### config.mk
export PLATFORM = sky130hd
export DESIGN_NAME = wb_write_arbiter_flat
export DESIGN_NICKNAME = d
export VERILOG_FILES = /design/src/rtl/wb_write_arbiter_pkg.sv /design/src/rtl/wb_write_arbiter_if.sv /design/src/rtl/wb_write_arbiter_grant.sv /design/src/rtl/wb_write_arbiter.sv /design/src/flat_wrapper.sv
export SDC_FILE = /design/constraint.sdc
export NUM_CORES = 1
export LEC_CHECK = 0
export ABC_AREA = 1
export CAP_MARGIN = 20
export CORE_MARGIN = 10
export CORE_UTILIZATION = 45
export DETAILED_ROUTE_END_ITERATION = 8
export GPL_TIMING_DRIVEN = 0
export PLACE_DENSITY = 0.91
export SLEW_MARGIN = 20
export SYNTH_ARGS = -nofsm -noshare
export SYNTH_HDL_FRONTEND = slang
export SYNTH_SLANG_ARGS = --single-unit
### constraint.sdc
create_clock -name clk -period 5.4 [get_ports clk]
set_clock_uncertainty 0.1 [all_clocks]
set_input_delay 0.81 -clock clk [delete_from_list [all_inputs] [get_ports clk]]
set_output_delay 0.81 -clock clk [all_outputs]
set_load 0.005 [all_outputs]
### src/rtl/wb_write_arbiter_pkg.sv
`default_nettype none
// ============================================================================
// Module  : wb_pkg
// Brief   : Shared widths and grant-source encoding for the writeback arbiter.
// Rev     : 1.0
// ============================================================================
package wb_pkg;

  localparam int XLEN     = 32;
  localparam int REG_AW   = 5;
  localparam logic [4:0] REG_ZERO = 5'd0;
  localparam int STARVE_W = 4;

  typedef enum logic [1:0] {
    WB_SRC_NONE = 2'd0,
    WB_SRC_ALU  = 2'd1,
    WB_SRC_MEM  = 2'd2
  } wb_src_e;

endpackage
`default_nettype wire

### src/rtl/wb_write_arbiter_if.sv
`default_nettype none
// ============================================================================
// Module  : wb_write_arbiter_if
// Brief   : Result channels, register-file write port and bypass lookup.
// Rev     : 1.0
// ============================================================================
interface wb_write_arbiter_if #(
  parameter int XLEN   = wb_pkg::XLEN,
  parameter int REG_AW = wb_pkg::REG_AW
);

  logic              alu_valid;
  logic              alu_ready;
  logic [REG_AW-1:0] alu_rd;
  logic [XLEN-1:0]   alu_wd;

  logic              mem_valid;
  logic              mem_ready;
  logic [REG_AW-1:0] mem_rd;
  logic [XLEN-1:0]   mem_wd;

  logic              rf_we;
  logic [REG_AW-1:0] rf_rd;
  logic [XLEN-1:0]   rf_wd;
  logic [31:0]       wb_count;

  logic [REG_AW-1:0] byp_rs1;
  logic [REG_AW-1:0] byp_rs2;
  logic              byp_hit1;
  logic              byp_hit2;
  logic [XLEN-1:0]   byp_data1;
  logic [XLEN-1:0]   byp_data2;

  // The arbiter side
  modport master (
    input  alu_valid, alu_rd, alu_wd,
    input  mem_valid, mem_rd, mem_wd,
    input  byp_rs1, byp_rs2,
    output alu_ready, mem_ready,
    output rf_we, rf_rd, rf_wd, wb_count,
    output byp_hit1, byp_hit2, byp_data1, byp_data2
  );

  // The producers / register file / decode side
  modport slave (
    output alu_valid, alu_rd, alu_wd,
    output mem_valid, mem_rd, mem_wd,
    output byp_rs1, byp_rs2,
    input  alu_ready, mem_ready,
    input  rf_we, rf_rd, rf_wd, wb_count,
    input  byp_hit1, byp_hit2, byp_data1, byp_data2
  );

endinterface
`default_nettype wire

### src/rtl/wb_write_arbiter_grant.sv
`default_nettype none
// ============================================================================
// Module  : wb_grant
// Brief   : Mem-first grant with a starvation counter that forces an ALU win.
// Rev     : 1.0
// ============================================================================
module wb_grant
  import wb_pkg::*;
#(
  parameter int STARVE_MAX = 3
) (
  input  logic    clk,
  input  logic    reset_n,
  input  logic    alu_valid,
  input  logic    mem_valid,
  output wb_src_e grant,
  output logic    alu_ready,
  output logic    mem_ready
);

  localparam logic [STARVE_W-1:0] C_STARVE_MAX = STARVE_W'(STARVE_MAX);

  logic [STARVE_W-1:0] r_starve_cnt;
  logic [STARVE_W-1:0] w_starve_nxt;
  wb_src_e             w_grant;

  always_comb begin
    w_grant      = WB_SRC_NONE;
    w_starve_nxt = '0;
    // Nothing may be accepted while reset is held, or it would be lost.
    if (reset_n) begin
      if (alu_valid && mem_valid) begin
        w_grant = (r_starve_cnt == C_STARVE_MAX) ? WB_SRC_ALU : WB_SRC_MEM;
      end else if (alu_valid) begin
        w_grant = WB_SRC_ALU;
      end else if (mem_valid) begin
        w_grant = WB_SRC_MEM;
      end
    end
    if (alu_valid && (w_grant == WB_SRC_MEM)) begin
      w_starve_nxt = (r_starve_cnt == C_STARVE_MAX) ? r_starve_cnt
                                                    : r_starve_cnt + 1'b1;
    end
  end

  always_ff @(posedge clk or negedge reset_n) begin
    if (!reset_n) begin
      r_starve_cnt <= '0;
    end else begin
      r_starve_cnt <= w_starve_nxt;
    end
  end

  assign grant     = w_grant;
  assign alu_ready = (w_grant == WB_SRC_ALU);
  assign mem_ready = (w_grant == WB_SRC_MEM);

endmodule
`default_nettype wire

### src/rtl/wb_write_arbiter.sv
`default_nettype none
// ============================================================================
// Module  : wb_write_arbiter
// Brief   : Arbitrates ALU/load results onto the register-file write port.
//           Define WB_BYPASS_EN to enable the write-port bypass outputs.
// Rev     : 1.0
// ============================================================================
module wb_write_arbiter #(
  parameter int XLEN       = wb_pkg::XLEN,
  parameter int REG_AW     = wb_pkg::REG_AW,
  parameter int STARVE_MAX = 3
) (
  input  logic                 clk,
  input  logic                 reset_n,
  wb_write_arbiter_if.master   bus
);

  import wb_pkg::*;

  wb_src_e           w_grant;
  logic              w_alu_ready;
  logic              w_mem_ready;
  logic              w_fire;
  logic [REG_AW-1:0] w_rd;
  logic [XLEN-1:0]   w_wd;

  logic              r_rf_we;
  logic [REG_AW-1:0] r_rf_rd;
  logic [XLEN-1:0]   r_rf_wd;
  logic [31:0]       r_wb_count;

  wb_grant #(
    .STARVE_MAX (STARVE_MAX)
  ) u_grant (
    .clk       (clk),
    .reset_n   (reset_n),
    .alu_valid (bus.alu_valid),
    .mem_valid (bus.mem_valid),
    .grant     (w_grant),
    .alu_ready (w_alu_ready),
    .mem_ready (w_mem_ready)
  );

  assign w_fire = (w_grant != WB_SRC_NONE);
  assign w_rd   = (w_grant == WB_SRC_ALU) ? bus.alu_rd : bus.mem_rd;
  assign w_wd   = (w_grant == WB_SRC_ALU) ? bus.alu_wd : bus.mem_wd;

  // x0 writes are accepted and counted but never reach the port.
  always_ff @(posedge clk or negedge reset_n) begin
    if (!reset_n) begin
      r_rf_we    <= 1'b0;
      r_rf_rd    <= '0;
      r_rf_wd    <= '0;
      r_wb_count <= '0;
    end else begin
      r_rf_we <= w_fire && (w_rd != REG_AW'(REG_ZERO));
      if (w_fire && (w_rd != REG_AW'(REG_ZERO))) begin
        r_rf_rd <= w_rd;
        r_rf_wd <= w_wd;
      end
      if (w_fire) begin
        r_wb_count <= r_wb_count + 32'd1;
      end
    end
  end

  assign bus.alu_ready = w_alu_ready;
  assign bus.mem_ready = w_mem_ready;
  assign bus.rf_we     = r_rf_we;
  assign bus.rf_rd     = r_rf_rd;
  assign bus.rf_wd     = r_rf_wd;
  assign bus.wb_count  = r_wb_count;

`ifdef WB_BYPASS_EN
  // The array only absorbs the write at the end of the rf_we cycle.
  assign bus.byp_hit1  = r_rf_we && (r_rf_rd == bus.byp_rs1) &&
                         (bus.byp_rs1 != REG_AW'(REG_ZERO));
  assign bus.byp_hit2  = r_rf_we && (r_rf_rd == bus.byp_rs2) &&
                         (bus.byp_rs2 != REG_AW'(REG_ZERO));
  assign bus.byp_data1 = r_rf_wd;
  assign bus.byp_data2 = r_rf_wd;
`else
  logic w_unused_byp;
  assign w_unused_byp  = ^{bus.byp_rs1, bus.byp_rs2};
  assign bus.byp_hit1  = 1'b0;
  assign bus.byp_hit2  = 1'b0;
  assign bus.byp_data1 = '0;
  assign bus.byp_data2 = '0;
`endif

endmodule
`default_nettype wire

### src/flat_wrapper.sv
// flat-port wrapper written by rule: the top's interface ports become plain ports
module wb_write_arbiter_flat import wb_pkg::*;
#(
  parameter int XLEN       = wb_pkg::XLEN,
  parameter int REG_AW     = wb_pkg::REG_AW,
  parameter int STARVE_MAX = 3
)
  (clk, reset_n, bus_alu_valid, bus_alu_rd, bus_alu_wd, bus_mem_valid, bus_mem_rd, bus_mem_wd, bus_byp_rs1, bus_byp_rs2, bus_alu_ready, bus_mem_ready, bus_rf_we, bus_rf_rd, bus_rf_wd, bus_wb_count, bus_byp_hit1, bus_byp_hit2, bus_byp_data1, bus_byp_data2);
  wb_write_arbiter_if #(.XLEN(XLEN), .REG_AW(REG_AW)) bus_i ();
  input  logic clk;
  input  logic reset_n;
  input wire logic [$bits(bus_i.alu_valid)-1:0] bus_alu_valid;
  input wire logic [$bits(bus_i.alu_rd)-1:0] bus_alu_rd;
  input wire logic [$bits(bus_i.alu_wd)-1:0] bus_alu_wd;
  input wire logic [$bits(bus_i.mem_valid)-1:0] bus_mem_valid;
  input wire logic [$bits(bus_i.mem_rd)-1:0] bus_mem_rd;
  input wire logic [$bits(bus_i.mem_wd)-1:0] bus_mem_wd;
  input wire logic [$bits(bus_i.byp_rs1)-1:0] bus_byp_rs1;
  input wire logic [$bits(bus_i.byp_rs2)-1:0] bus_byp_rs2;
  output wire logic [$bits(bus_i.alu_ready)-1:0] bus_alu_ready;
  output wire logic [$bits(bus_i.mem_ready)-1:0] bus_mem_ready;
  output wire logic [$bits(bus_i.rf_we)-1:0] bus_rf_we;
  output wire logic [$bits(bus_i.rf_rd)-1:0] bus_rf_rd;
  output wire logic [$bits(bus_i.rf_wd)-1:0] bus_rf_wd;
  output wire logic [$bits(bus_i.wb_count)-1:0] bus_wb_count;
  output wire logic [$bits(bus_i.byp_hit1)-1:0] bus_byp_hit1;
  output wire logic [$bits(bus_i.byp_hit2)-1:0] bus_byp_hit2;
  output wire logic [$bits(bus_i.byp_data1)-1:0] bus_byp_data1;
  output wire logic [$bits(bus_i.byp_data2)-1:0] bus_byp_data2;
  assign bus_i.alu_valid = bus_alu_valid;
  assign bus_i.alu_rd = bus_alu_rd;
  assign bus_i.alu_wd = bus_alu_wd;
  assign bus_i.mem_valid = bus_mem_valid;
  assign bus_i.mem_rd = bus_mem_rd;
  assign bus_i.mem_wd = bus_mem_wd;
  assign bus_i.byp_rs1 = bus_byp_rs1;
  assign bus_i.byp_rs2 = bus_byp_rs2;
  assign bus_alu_ready = bus_i.alu_ready;
  assign bus_mem_ready = bus_i.mem_ready;
  assign bus_rf_we = bus_i.rf_we;
  assign bus_rf_rd = bus_i.rf_rd;
  assign bus_rf_wd = bus_i.rf_wd;
  assign bus_wb_count = bus_i.wb_count;
  assign bus_byp_hit1 = bus_i.byp_hit1;
  assign bus_byp_hit2 = bus_i.byp_hit2;
  assign bus_byp_data1 = bus_i.byp_data1;
  assign bus_byp_data2 = bus_i.byp_data2;
  wb_write_arbiter #(.XLEN(XLEN), .REG_AW(REG_AW), .STARVE_MAX(STARVE_MAX)) u_core (.clk(clk), .reset_n(reset_n), .bus(bus_i));
endmodule
### Word level (Yosys, flattened, before mapping)

Index checks and enable logic that the tools add are counted.

| cells by class | value |
|---|---|
| $mul | 0 |
| equality and inequality tests | 4 |
| $add $sub $neg | 2 |
| div/mod/pow operators | 0 |
| order comparisons | 0 |
| shifts and indexed selects | 0 |
| reduce and logical (&&, ||, !) cells | 5 |
| bitwise operators | 0 |
| multiplexer cells | 9 |

Operators with widths:

| kind | count |
|---|---|
| $add A32 B1 Y32 const B | 1 |
| $mux W32 | 1 |
| $mux W2 | 5 |
| $mux W4 | 2 |
| $mux W5 | 1 |
| $reduce_bool A5 Y1 | 1 |
| $add A4 B1 Y4 const B | 1 |
| $eq A4 B2 Y1 const B | 1 |
| $logic_and A1 B1 Y1 | 3 |
| $eq A2 B1 Y1 const B | 1 |
| $eq A2 B2 Y1 const B | 1 |
| $ne A2 B2 Y1 const B | 1 |
| $reduce_bool A2 Y1 | 1 |

| storage, ports and cells | value |
|---|---|
| ROM bits | 0 |
| flip-flop bits (word level) | 74 |
| input bits | 88 |
| bits in writable memories | 0 |
| memories kept | 0 |
| bits in latches | 0 |
| output and inout port bits | 138 |
| logic and storage cells | 25 |

### Longest topological paths before layout

Gate-level depths: netlist of the first run.

| logic depth | value |
|---|---|
| word-level depth | 8 |
| depth in mapped cells | 13 |
| gate-level depth less buffers | 11 |

### Cells and area by module

Synthesis of the first run repeated with hierarchy kept, for this count alone.

| second synthesis, totals | value |
|---|---|
| cell total of the unflattened synthesis | 634 |
| area, all modules | 4575.6 µm² |

Modules (own cells, without submodules):

| module | times used | sequential area each (µm²) | cells each | area an instance (µm²) |
|---|---|---|---|---|
| wb_write_arbiter | 1 | 1751.7 | 606 | 4335.4 |
| wb_grant | 1 | 100.1 | 28 | 240.2 |

### Least setup slack after synthesis of the first run

OpenSTA, ideal clock, no wires.

| path | value |
|---|---|
| path type | input to output |
| start | input port bus_mem_valid |
| end | output port bus_alu_ready |
| arrival | 1.520 ns |
| data required time | 4.490 ns |
| cell stages on the path | 7 |
| setup slack | 2.970 ns |
| path buffers | 2 |
| cell sequence | nand2_1 clkinv_1 nand2_4 nand2_2 buf_6 inv_1 buf_2 |

| on the way | value |
|---|---|
| longest elaborated chain between the ends | 5 |
| elaborated cells on any way between the ends | 6 |
| those cells by class | eq/ne (1); mux (4); reduce/logical (1) |

RTL lines:

| what | RTL line | RTL |
|---|---|---|
| start: declaration | flat_wrapper.sv:15 | `input wire logic [$bits(bus_i.mem_valid)-1:0] bus_mem_valid;` |
| $mux W2 | wb_write_arbiter_grant.sv:36 | `end else if (mem_valid) begin` |
| $mux W2 | wb_write_arbiter_grant.sv:34 | `end else if (alu_valid) begin` |
| $mux W2 (*) | wb_write_arbiter_grant.sv:32 | `if (alu_valid && mem_valid) begin` |
| $mux W2 (*) | wb_write_arbiter_grant.sv:31 | `if (reset_n) begin` |
| $eq A2 B1 Y1 (*) | wb_write_arbiter_grant.sv:55 | `assign alu_ready = (w_grant == WB_SRC_ALU);` |
| end: declaration | flat_wrapper.sv:20 | `output wire logic [$bits(bus_i.alu_ready)-1:0] bus_alu_ready;` |

Mark *: on every way between the ends. The rest lies on a longest branch, timed or not.

### Worst setup path after layout of the first run

| path | value |
|---|---|
| start | input port bus_alu_valid |
| end | output port bus_alu_ready |

| on the way | value |
|---|---|
| longest elaborated chain between the ends | 4 |
| elaborated cells on any way between the ends | 5 |
| those cells by class | eq/ne (1); mux (3); reduce/logical (1) |

RTL lines:

| what | RTL line | RTL |
|---|---|---|
| start: declaration | flat_wrapper.sv:12 | `input wire logic [$bits(bus_i.alu_valid)-1:0] bus_alu_valid;` |
| $mux W2 / $logic_and A1 B1 Y1 (equally long branches) | wb_write_arbiter_grant.sv:34, wb_write_arbiter_grant.sv:32 |  |
| $mux W2 (*) | wb_write_arbiter_grant.sv:32 |  |
| $mux W2 (*) | wb_write_arbiter_grant.sv:31 |  |
| $eq A2 B1 Y1 (*) | wb_write_arbiter_grant.sv:55 |  |

Marked as above.

==> impl_metrics.tcl, run 1 <==
set metrics [dict create \
    power.share.clock_pct 28.2 \
    synthArstFlopShare_pct 100.0 \
    drt-total-wl_um 14060 \
    intPower_w 0.001177 \
    max_slew_margin_pct 63.07 \
    coreArea_um2 10230 \
    ir_drop_v 0.0001443 \
    grt_remaining_overflow 0 \
    fillers 863 \
    fin_cells 1020 \
    routabilityCongestion 0.9431 \
    synth-seq-cells 74 \
    syn_area_um2 4671 \
    drv_cap 0 \
    timing.final.max_slew_violations 0 \
    netlist_instances 653 \
    crit_chain "clkdlybuf4s50_1, nand2_1, clkinv_1, nand2_4, nand2_2, buf_6, inv_1, buf_2, clkdlybuf4s50_1" \
    setup_tns_ps 0 \
    clkSinkCount 74 \
    drtIter0Drc 260 \
    hold_violations 0 \
    antenna_cells 0 \
    setup_ws_ps 1739 \
    root_buffer "clkbuf_8" \
    worstPathRequired_ps 4490 \
    post_cts_buffers 0 \
    drt_first_pass_iters 4 \
    cts_hold_buf 0 \
    rows 37 \
    yosysSeqAreaShare_pct 39.65 \
    ys.flop_type "dfrtp_1" \
    period_needed_ps 3661 \
    grt_pass1_vias 4633 \
    io_pins 226 \
    grt_pass1_wl_um 22050 \
    start_kind "input pin" \
    fmaxAchievable_ghz 0.2732 \
    critPathKind "input pin to output port" \
    fp.dieH_um 121.9 \
    path_common_cell "clkdlybuf4s50_1" \
    port_buffers 149 \
    grt_use_total_pct 18.36 \
    status "completed" \
    ys_warn_count 0 \
    p_leak_nw 3.531 \
    rsz0062_at_grt "no" \
    cts_tree "built" \
    switching_share_pct 30.34 \
    hp-class "input pin to asynchronous set/reset pin" \
    die_w_um 121.9 \
    yosys.area.top_type_share_pct 39.65 \
    drive_gt1_share_pct 13.35 \
    drcViolationCount 0 \
    dp_slack_ps 1736 \
    insertion_delay_ps 350 \
    die_area_um2 14850 \
    hpwl_um 11610 \
    crit_path_end_kind "output port" \
    path_clk_slew_ps 90 \
    cts.path.max_buffers 2 \
    regArea_um2 1852 \
    antenna_found_initial 0 \
    critical_path_arrival_ps 2750 \
    area_growth_pct 45.83 \
    post_drt_wl_per_cell_um 13.78 \
    critPathMaxFanout 10 \
    pwr-share-comb_pct 30.1 \
    floorplan.initialDensity_pct 45.65 \
    crit_buf_inv 6 \
    finalSetupViolCount 0 \
    slowest_delay_ps 540 \
    vias_per_cell 4.476 \
    critPathSlowestCell "clkdlybuf4s50_1" \
    dr_total_vias 4566 \
    h-tree-depth 3 \
    placed_cells 1004 \
    grt_max_degree 43 \
    post_cts_resized 0 \
    synth_edf_count 0 \
    powerDensity_nw_per_um2 248.0 \
    tightest_slew_ps 554.0 \
    p_sw_w 0.0005125 \
    finalNetCount 969 \
    ys_types 30 \
    synth.avg_cell_area_um2 7.153 \
    drt.antenna.violating_nets 0 \
    crit_family "buffers and inverters" \
    multi_input_area_um2 2251 \
    period_share_pct 67.79 \
    cts_buffers 9 \
    seqPwrFrac_pct 41.7 \
    synthTopCellsByArea "dfrtp_1, nand2_1, buf_4" \
    synth_area_leader_cell "dfrtp_1" \
]
==> cell usage in the layout (no fill, tap or decap), types with 9 or more instances in the layout <==
cell type	n
xnor2_1	9
inv_1	47
nor3_1	13
dfrtp_1	74
nand2_1	269
nand3_1	52
nand2_2	12
xor2_1	17
clkbuf_8	9
o21ai_0	9
conb_1	66
nor2_1	39
clkdlybuf4s50_1	148
buf_4	69
==> worst register-to-register path: cells and delay by family, from the launching register on <==
| family | cells | cell delay [ps] |
|---|---|---|
| flip-flops | 1 | 410 |
| AND/OR/NAND/NOR | 10 | 880 |
| buffers and inverters | 2 | 370 |
| adder cells (fa/ha/maj) | 1 | 240 |
==> registers in the layout (all words and copies together) (netlist names) <==
signal,cells
u_core.bus.rf_we,1
u_core.u_grant.r_starve_cnt,4
u_core.bus.wb_count,32
u_core.bus.rf_rd,5
u_core.bus.rf_wd,32
==> logic make-up (layout without fill, tap and decap cells) <==
logic type	Yosys count	in the layout	share of synthesized area [%]
AND/OR/NAND/NOR	401	401	35.82
buffers and inverters	136	302	17.39
flip-flops	74	74	39.65
XOR/XNOR	26	26	4.875
AO/OA/AOI/OAI	13	13	1.661
adder cells (fa/ha/maj)	2	2	0.5357
other	1	66	0.08029
==> layer usage <==
metal | GRT usage, % | vias to the layer above | wire length (um)
met4 | 4.844 | 0 | 201
met2 | 33.38 | 165 | 7279
li1 | - | 2316 | -
met5 | 0 | - | 0
met1 | 19.23 | 2067 | 5281
met3 | 7.262 | 18 | 1295
==> final timing paths <==
| kind | endpoint | cells after the start | slack [ps] | start |
|---|---|---|---|---|
| worst max-delay path | bus_alu_ready | 9 | 1740 | bus_alu_valid |
| worst min-delay path | u_core.bus.wb_count[12] | 1 | 290 | reset_n |
| worst max register to register | u_core.bus.rf_wd[26] | 13 | 3290 | u_core.u_grant.r_starve_cnt[0] |
| worst min register to register | u_core.bus.rf_wd[11] | 2 | 370 | u_core.bus.rf_wd[11] |
| max in group asynchronous | u_core.bus.rf_wd[23] | 2 | 4290 | reset_n |
| min in group clk | u_core.bus.rf_wd[11] | 2 | 370 | u_core.bus.rf_wd[11] |
==> stage by stage <==
step                      hold WS [ps]  power [W]  area [um^2]  utilization [%]
after detailed placement         358.4   0.001221         6594            64.45
after global routing             322.1   0.001781         6812            66.58
after floorplan                  332.9  0.0009277         4915                -
after CTS                        300.6   0.001695         6812            66.58
final                            294.2   0.001689         6812            66.58
after global placement           352.1   0.001209         6576            64.28
==> synth_stat cells (2+ instances only) <==
| library cell | instances |
|---|---|
| nand2_2 | 12 |
| nand2_1 | 269 |
| nor3_1 | 13 |
| nand3b_1 | 6 |
| o21ai_0 | 9 |
| nor2_1 | 39 |
| buf_2 | 6 |
| buf_1 | 3 |
| buf_6 | 3 |
| xnor2_1 | 9 |
| or2_2 | 2 |
| nor2_2 | 3 |
| nand3_1 | 52 |
| inv_1 | 47 |
| nand4_1 | 3 |
| buf_4 | 68 |
| clkbuf_1 | 6 |
| xor2_1 | 17 |
| dfrtp_1 | 74 |
| ha_1 | 2 |
==> area by class of cell <==
type,count,share of cell area (%)
multi-input cells,508,33.05
repair buffers,150,22.15
clock inverters,7,1.378
inverters,49,2.700
plain buffers,87,9.221
flip-flops and latches,74,27.19
well taps,136,2.498
clock buffers,9,1.819
==> power by group through the flow <==
stage	clock network (W)	logic (W)	registers [W]
CTS	0.000481	0.000511	0.000704
detailed placement	0	0.000509	0.000713
finish	0.000476	0.000508	0.000705
global route	0.000503	0.000563	0.000715
floorplan	0	0.000220	0.000707
global placement	0	0.000499	0.000710
(Power assumes the default switching activity.)
==> run 2, diff against run 1 <==
Settings changed: CORE_UTILIZATION 45 to 41, PLACE_DENSITY 0.91 to 0.84.
Clock period 5.4 ns to 3.8 ns, I/O delays scaled along.
==> run 2 against run 1 <==
Against the previous run: clock power grew 110%; global-route usage shrank 1.1 points; register-to-register slack lost 1600 ps; cell count grew 0.39%; combinational power grew 42%; critical path depth is the same; sequential power grew 42%; via count shrank 2.1%; sequential share of layout area shrank 0.52 points; first-iteration DRC count grew 5.0%; largest cell class unchanged; highest routed layer unchanged.
==> impl_metrics.tcl, run 2 (synthesized netlist as in run 1, its figures left out) <==
set metrics [dict create \
    port_buffers 149 \
    grt_remaining_overflow 0 \
    path_clk_slew_ps 60 \
    grt_pass1_vias 4651 \
    antenna_found_initial 0 \
    antenna_cells 0 \
    worstPathRequired_ps 3130 \
    drive_gt1_share_pct 13.12 \
    p_leak_nw 3.593 \
    root_buffer "clkbuf_16" \
    floorplan.initialDensity_pct 42.53 \
    hpwl_um 11650 \
    io_pins 226 \
    r2r_cells 8 \
    crit_path_end_kind "output port" \
    critPathLaunch "reset_n" \
    dr_total_vias 4472 \
    fin_area_um2 6944 \
    post_cts_resized 0 \
    place_area_um2 6599 \
    finalNetCount 969 \
    r2r_slack_ps 1680 \
    grt_pass1_wl_um 23010 \
    max_slew_margin_pct 64.59 \
    rsz0062_at_grt "no" \
    clkSinkCount 74 \
    finalSetupViolCount 0 \
    die_area_um2 16060 \
    rows 38 \
    reg2reg_to "u_core.bus.wb_count[16]" \
    status "completed" \
    drv_cap 0 \
    insertion_delay_ps 330 \
    grt_max_degree 42 \
    period_share_pct 89.17 \
    fmaxAchievable_ghz 0.2951 \
    period_needed_ps 3388 \
    post_cts_buffers 0 \
    drt-total-wl_um 13970 \
    vias_per_cell 4.367 \
    critPathKind "input pin to output port" \
    fin_util_pct 63.23 \
    start_kind "input pin" \
    drcViolationCount 0 \
    r2r_start "u_core.bus.wb_count[0]" \
    drtIter0Drc 273 \
    cts.path.max_buffers 2 \
    post_drt_wl_per_cell_um 13.64 \
    h-tree-depth 3 \
    drt.antenna.violating_nets 0 \
    drt_first_pass_iters 4 \
    cts_tree "built" \
    critical_path_arrival_ps 2720 \
    cts_buffers 9 \
    critPathMaxFanout 41 \
    grt_use_total_pct 17.31 \
    mostFrequentLayoutCells "nand2_1, clkdlybuf4s50_1, dfrtp_1, buf_4, conb_1" \
    hold_violations 0 \
    hp-class "input pin to asynchronous set/reset pin" \
    timing.final.max_slew_violations 0 \
    cts_hold_buf 0 \
    powerDensity_nw_per_um2 389.6 \
    die_w_um 126.7 \
    coreArea_um2 10980 \
    fp.dieH_um 126.7 \
    tightest_slew_ps 531.2 \
    ir_drop_v 0.0002815 \
    area_growth_pct 48.67 \
    routabilityCongestion 0.9571 \
    final_common_cell "nand2_1" \
]
run 2: changes by cell type in the layout (fill, tap and decap cells not counted), sizes merged:
cell,change
bufinv,+1
clkbuf,+3
clkinv,-2
clkinvlp,-2
run 2: report_power, final:
part	internal, W	total (W)	switching [W]
clock	0.000661	0.000983	0.000322
combinational	0.000407	0.000722	0.000314
sequential	0.000899	0.00100	0.000103
total	0.00197	0.00271	0.000739
run 2: metal layers:
metal | track usage (%) | share of wire, % | routed length (um) | up-vias
met4 | 4.220 | 1.2 | 169 | 0
met5 | 0 | 0 | 0 | -
met3 | 7.997 | 10 | 1391 | 13
met2 | 31.14 | 51 | 7116 | 145
li1 | - | - | - | 2316
met1 | 17.80 | 38 | 5290 | 1998
run 2: stage by stage:
stage,power [W],hold WS (ps),setup WS [ps],cells,setup TNS (ps)
floorplan,0.001318,174.4,1850,718,0
global placement,0.001723,353.6,-2067,1007,-140320
detailed placement,0.001739,358.2,341.3,1008,0
CTS,0.002728,136.2,339.0,1024,0
global route,0.002862,158.4,175.0,1024,0
finish,0.002706,118.1,411.6,1024,0
run 2: critical path: stages:
cell and delay [ps]:
buf_4 430, buf_12 280, nand2_1 90, inv_2 110, nand2_2 90, buf_6 150
inv_1 150, buf_2 240, clkdlybuf4s50_1 560
run 2: how the worst max path moves through the flow:
stage | depth (start not counted) | to
final | 9 | bus_alu_ready
after global routing | 9 | bus_alu_ready
after floorplan | 7 | bus_alu_ready
after detailed placement | 9 | bus_alu_ready
after global placement | 8 | bus_alu_ready
after CTS | 9 | bus_alu_ready
run 2: area by class of cell:
class | instances | area (um^2)
multi-input cells | 508 | 2251
flip-flops and latches | 74 | 1852
clock inverters | 4 | 98.84
plain buffers | 87 | 628.1
inverters | 49 | 183.9
repair buffers | 150 | 1509
clock buffers | 12 | 246.5
fillers | 983 | 4039
well taps | 140 | 175.2
==> run 3, diff against run 2 <==
Settings changed: CORE_UTILIZATION 41 to 42, CTS_BUF_LIST set to sky130_fd_sc_hd__clkbuf_4 sky130_fd_sc_hd__clkbuf_8, PLACE_DENSITY 0.84 to 0.86, RECOVER_POWER set to 25.
==> run 3 against run 2 <==
Against the previous run: combinational power is essentially flat; utilization shrank 0.53 points; flip-flop and latch count did not move; final area is 2.1% lower; first-iteration DRC count is 21% lower.
==> impl_metrics.tcl, run 3 (synthesized netlist as in run 1, its figures left out) <==
set metrics [dict create \
    critPathKind "input pin to output port" \
    mostFrequentLayoutCells "nand2_1, clkdlybuf4s50_1, dfrtp_1, buf_4, conb_1" \
    rsz0062_at_grt "no" \
    finalNetCount 969 \
    switching_share_pct 30.97 \
    status "completed" \
    critical_path_arrival_ps 2720 \
    post_cts_resized 0 \
    floorplan.initialDensity_pct 43.09 \
    placed_cells 1008 \
    final_common_cell "nand2_1" \
    grt_use_total_pct 17.31 \
    cts_tree "built" \
    drtIter0Drc 217 \
    root_buffer "clkbuf_8" \
    post_drt_wl_per_cell_um 13.71 \
    post_cts_buffers 0 \
    timing.final.max_slew_violations 0 \
    clkSinkCount 74 \
    area_growth_pct 45.51 \
    dr_total_vias 4503 \
    drcViolationCount 0 \
    rows 38 \
    hold_violations 0 \
    fmaxAchievable_ghz 0.2949 \
    grt_max_degree 40 \
    highest_layer "met4" \
    grt_remaining_overflow 0 \
    drt_first_pass_iters 4 \
    max_slew_margin_pct 65.29 \
    io_pins 226 \
    hp-class "input pin to asynchronous set/reset pin" \
    insertion_delay_ps 350 \
    crit_path_end_kind "output port" \
    fillers 1022 \
    fin_cells 1024 \
    port_buffers 149 \
    path_clk_slew_ps 80 \
    cts_hold_buf 0 \
    h-tree-depth 3 \
    seqPwrFrac_pct 42.7 \
    fp.dieH_um 125.5 \
    antenna_cells 0 \
    routabilityCongestion 0.9698 \
    drive_gt1_share_pct 13.35 \
    die_w_um 125.5 \
    tightest_slew_ps 520.7 \
    intPower_w 0.001616 \
    period_needed_ps 3392 \
    die_area_um2 15740 \
    place_area_um2 6599 \
    period_share_pct 89.25 \
    met3_length_um 1410 \
    drt-total-wl_um 14040 \
    critPathMaxFanout 39 \
    setup_tns_ps 0 \
    ir_drop_v 0.0002076 \
    p_sw_w 0.0007248 \
    worstPathRequired_ps 3130 \
    fin_area_um2 6797 \
    cts.path.max_buffers 2 \
    route.met2.wl_um 7048 \
    coreArea_um2 10840 \
    drt-met1-wl_um 5296 \
    drv_cap 0 \
    total_power_w 0.002341 \
    powerDensity_nw_per_um2 344.4 \
    pwr-share-comb_pct 30.8 \
    vias_per_cell 4.397 \
    grt_pass1_wl_um 22850 \
    power.share.clock_pct 26.5 \
    p_leak_nw 3.518 \
    hpwl_um 11710 \
    finalSetupViolCount 0 \
    start_kind "input pin" \
    cts_buffers 9 \
    grt_pass1_vias 4621 \
    antenna_found_initial 0 \
    drt.antenna.violating_nets 0 \
]
[run 3: cell types whose count changed in the layout (fill, tap and decap cells not counted)]
cell	previous run	this run
clkbuf_16	9	0
clkbuf_1	8	6
clkinv_2	0	1
inv_6	0	1
clkinvlp_4	0	3
clkbuf_8	1	9
bufinv_16	3	1
clkinv_4	1	0
clkbuf_4	0	1
[run 3: worst max-delay path, cell delays in order]
cell and delay, ps:
buf_4 410, buf_12 290, nand2_1 100, inv_2 110, nand2_2 90, buf_6 150
inv_1 180, buf_2 250, clkdlybuf4s50_1 540
[run 3: final timing paths]
path | startpoint | end | slack (ps) | cells past startpoint
worst max-delay path | reset_n | bus_alu_ready | 410 | 9
worst min-delay path | reset_n | u_core.bus.wb_count[13] | 80 | 1
worst min register to register | u_core.u_grant.r_starve_cnt[0] | u_core.u_grant.r_starve_cnt[0] | 370 | 1
worst max register to register | u_core.u_grant.r_starve_cnt[0] | u_core.bus.rf_wd[25] | 1650 | 13
max in group asynchronous | reset_n | u_core.bus.rf_wd[0] | 2940 | 2
min in group clk | u_core.u_grant.r_starve_cnt[0] | u_core.u_grant.r_starve_cnt[0] | 370 | 1
[run 3: power by group through the flow]
stage / clock network, W / logic, W / registers (W)
after floorplan: 0 / 0.000313 / 0.00101
after global placement: 0 / 0.000711 / 0.00101
after detailed placement: 0 / 0.000724 / 0.00101
after CTS: 0.000634 / 0.000728 / 0.000998
after global routing: 0.000666 / 0.000808 / 0.00101
final: 0.000621 / 0.000721 / 0.000998
[run 3: cell type report]
| class | instances | area (um^2) | area share, % |
|---|---|---|---|
| clock inverter | 6 | 66.31 | 0.9757 |
| timing repair buffer | 150 | 1509 | 22.20 |
| clock buffer | 10 | 131.4 | 1.933 |
| multi-input combinational | 508 | 2251 | 33.12 |
| buffer | 87 | 628.1 | 9.242 |
| tap | 140 | 175.2 | 2.577 |
| inverter | 49 | 183.9 | 2.706 |
| sequential | 74 | 1852 | 27.25 |
[run 3: per-layer routing]
metal | up-vias | global-route usage [%]
met5 | - | 0
met4 | 0 | 5.352
met3 | 21 | 8.027
met2 | 168 | 30.54
met1 | 1991 | 17.84
li1 | 2323 | -
[run 3: metrics by stage]
stage                     setup slack (ps)  utilization [%]  hold slack (ps)
after global placement               -2068            60.71            349.1
after detailed placement             350.0            60.87            358.1
after floorplan                       1850                -            174.4
final                                408.5            62.70            83.60
after CTS                            345.1            62.70            92.05
after global routing                 139.1            62.70            115.5
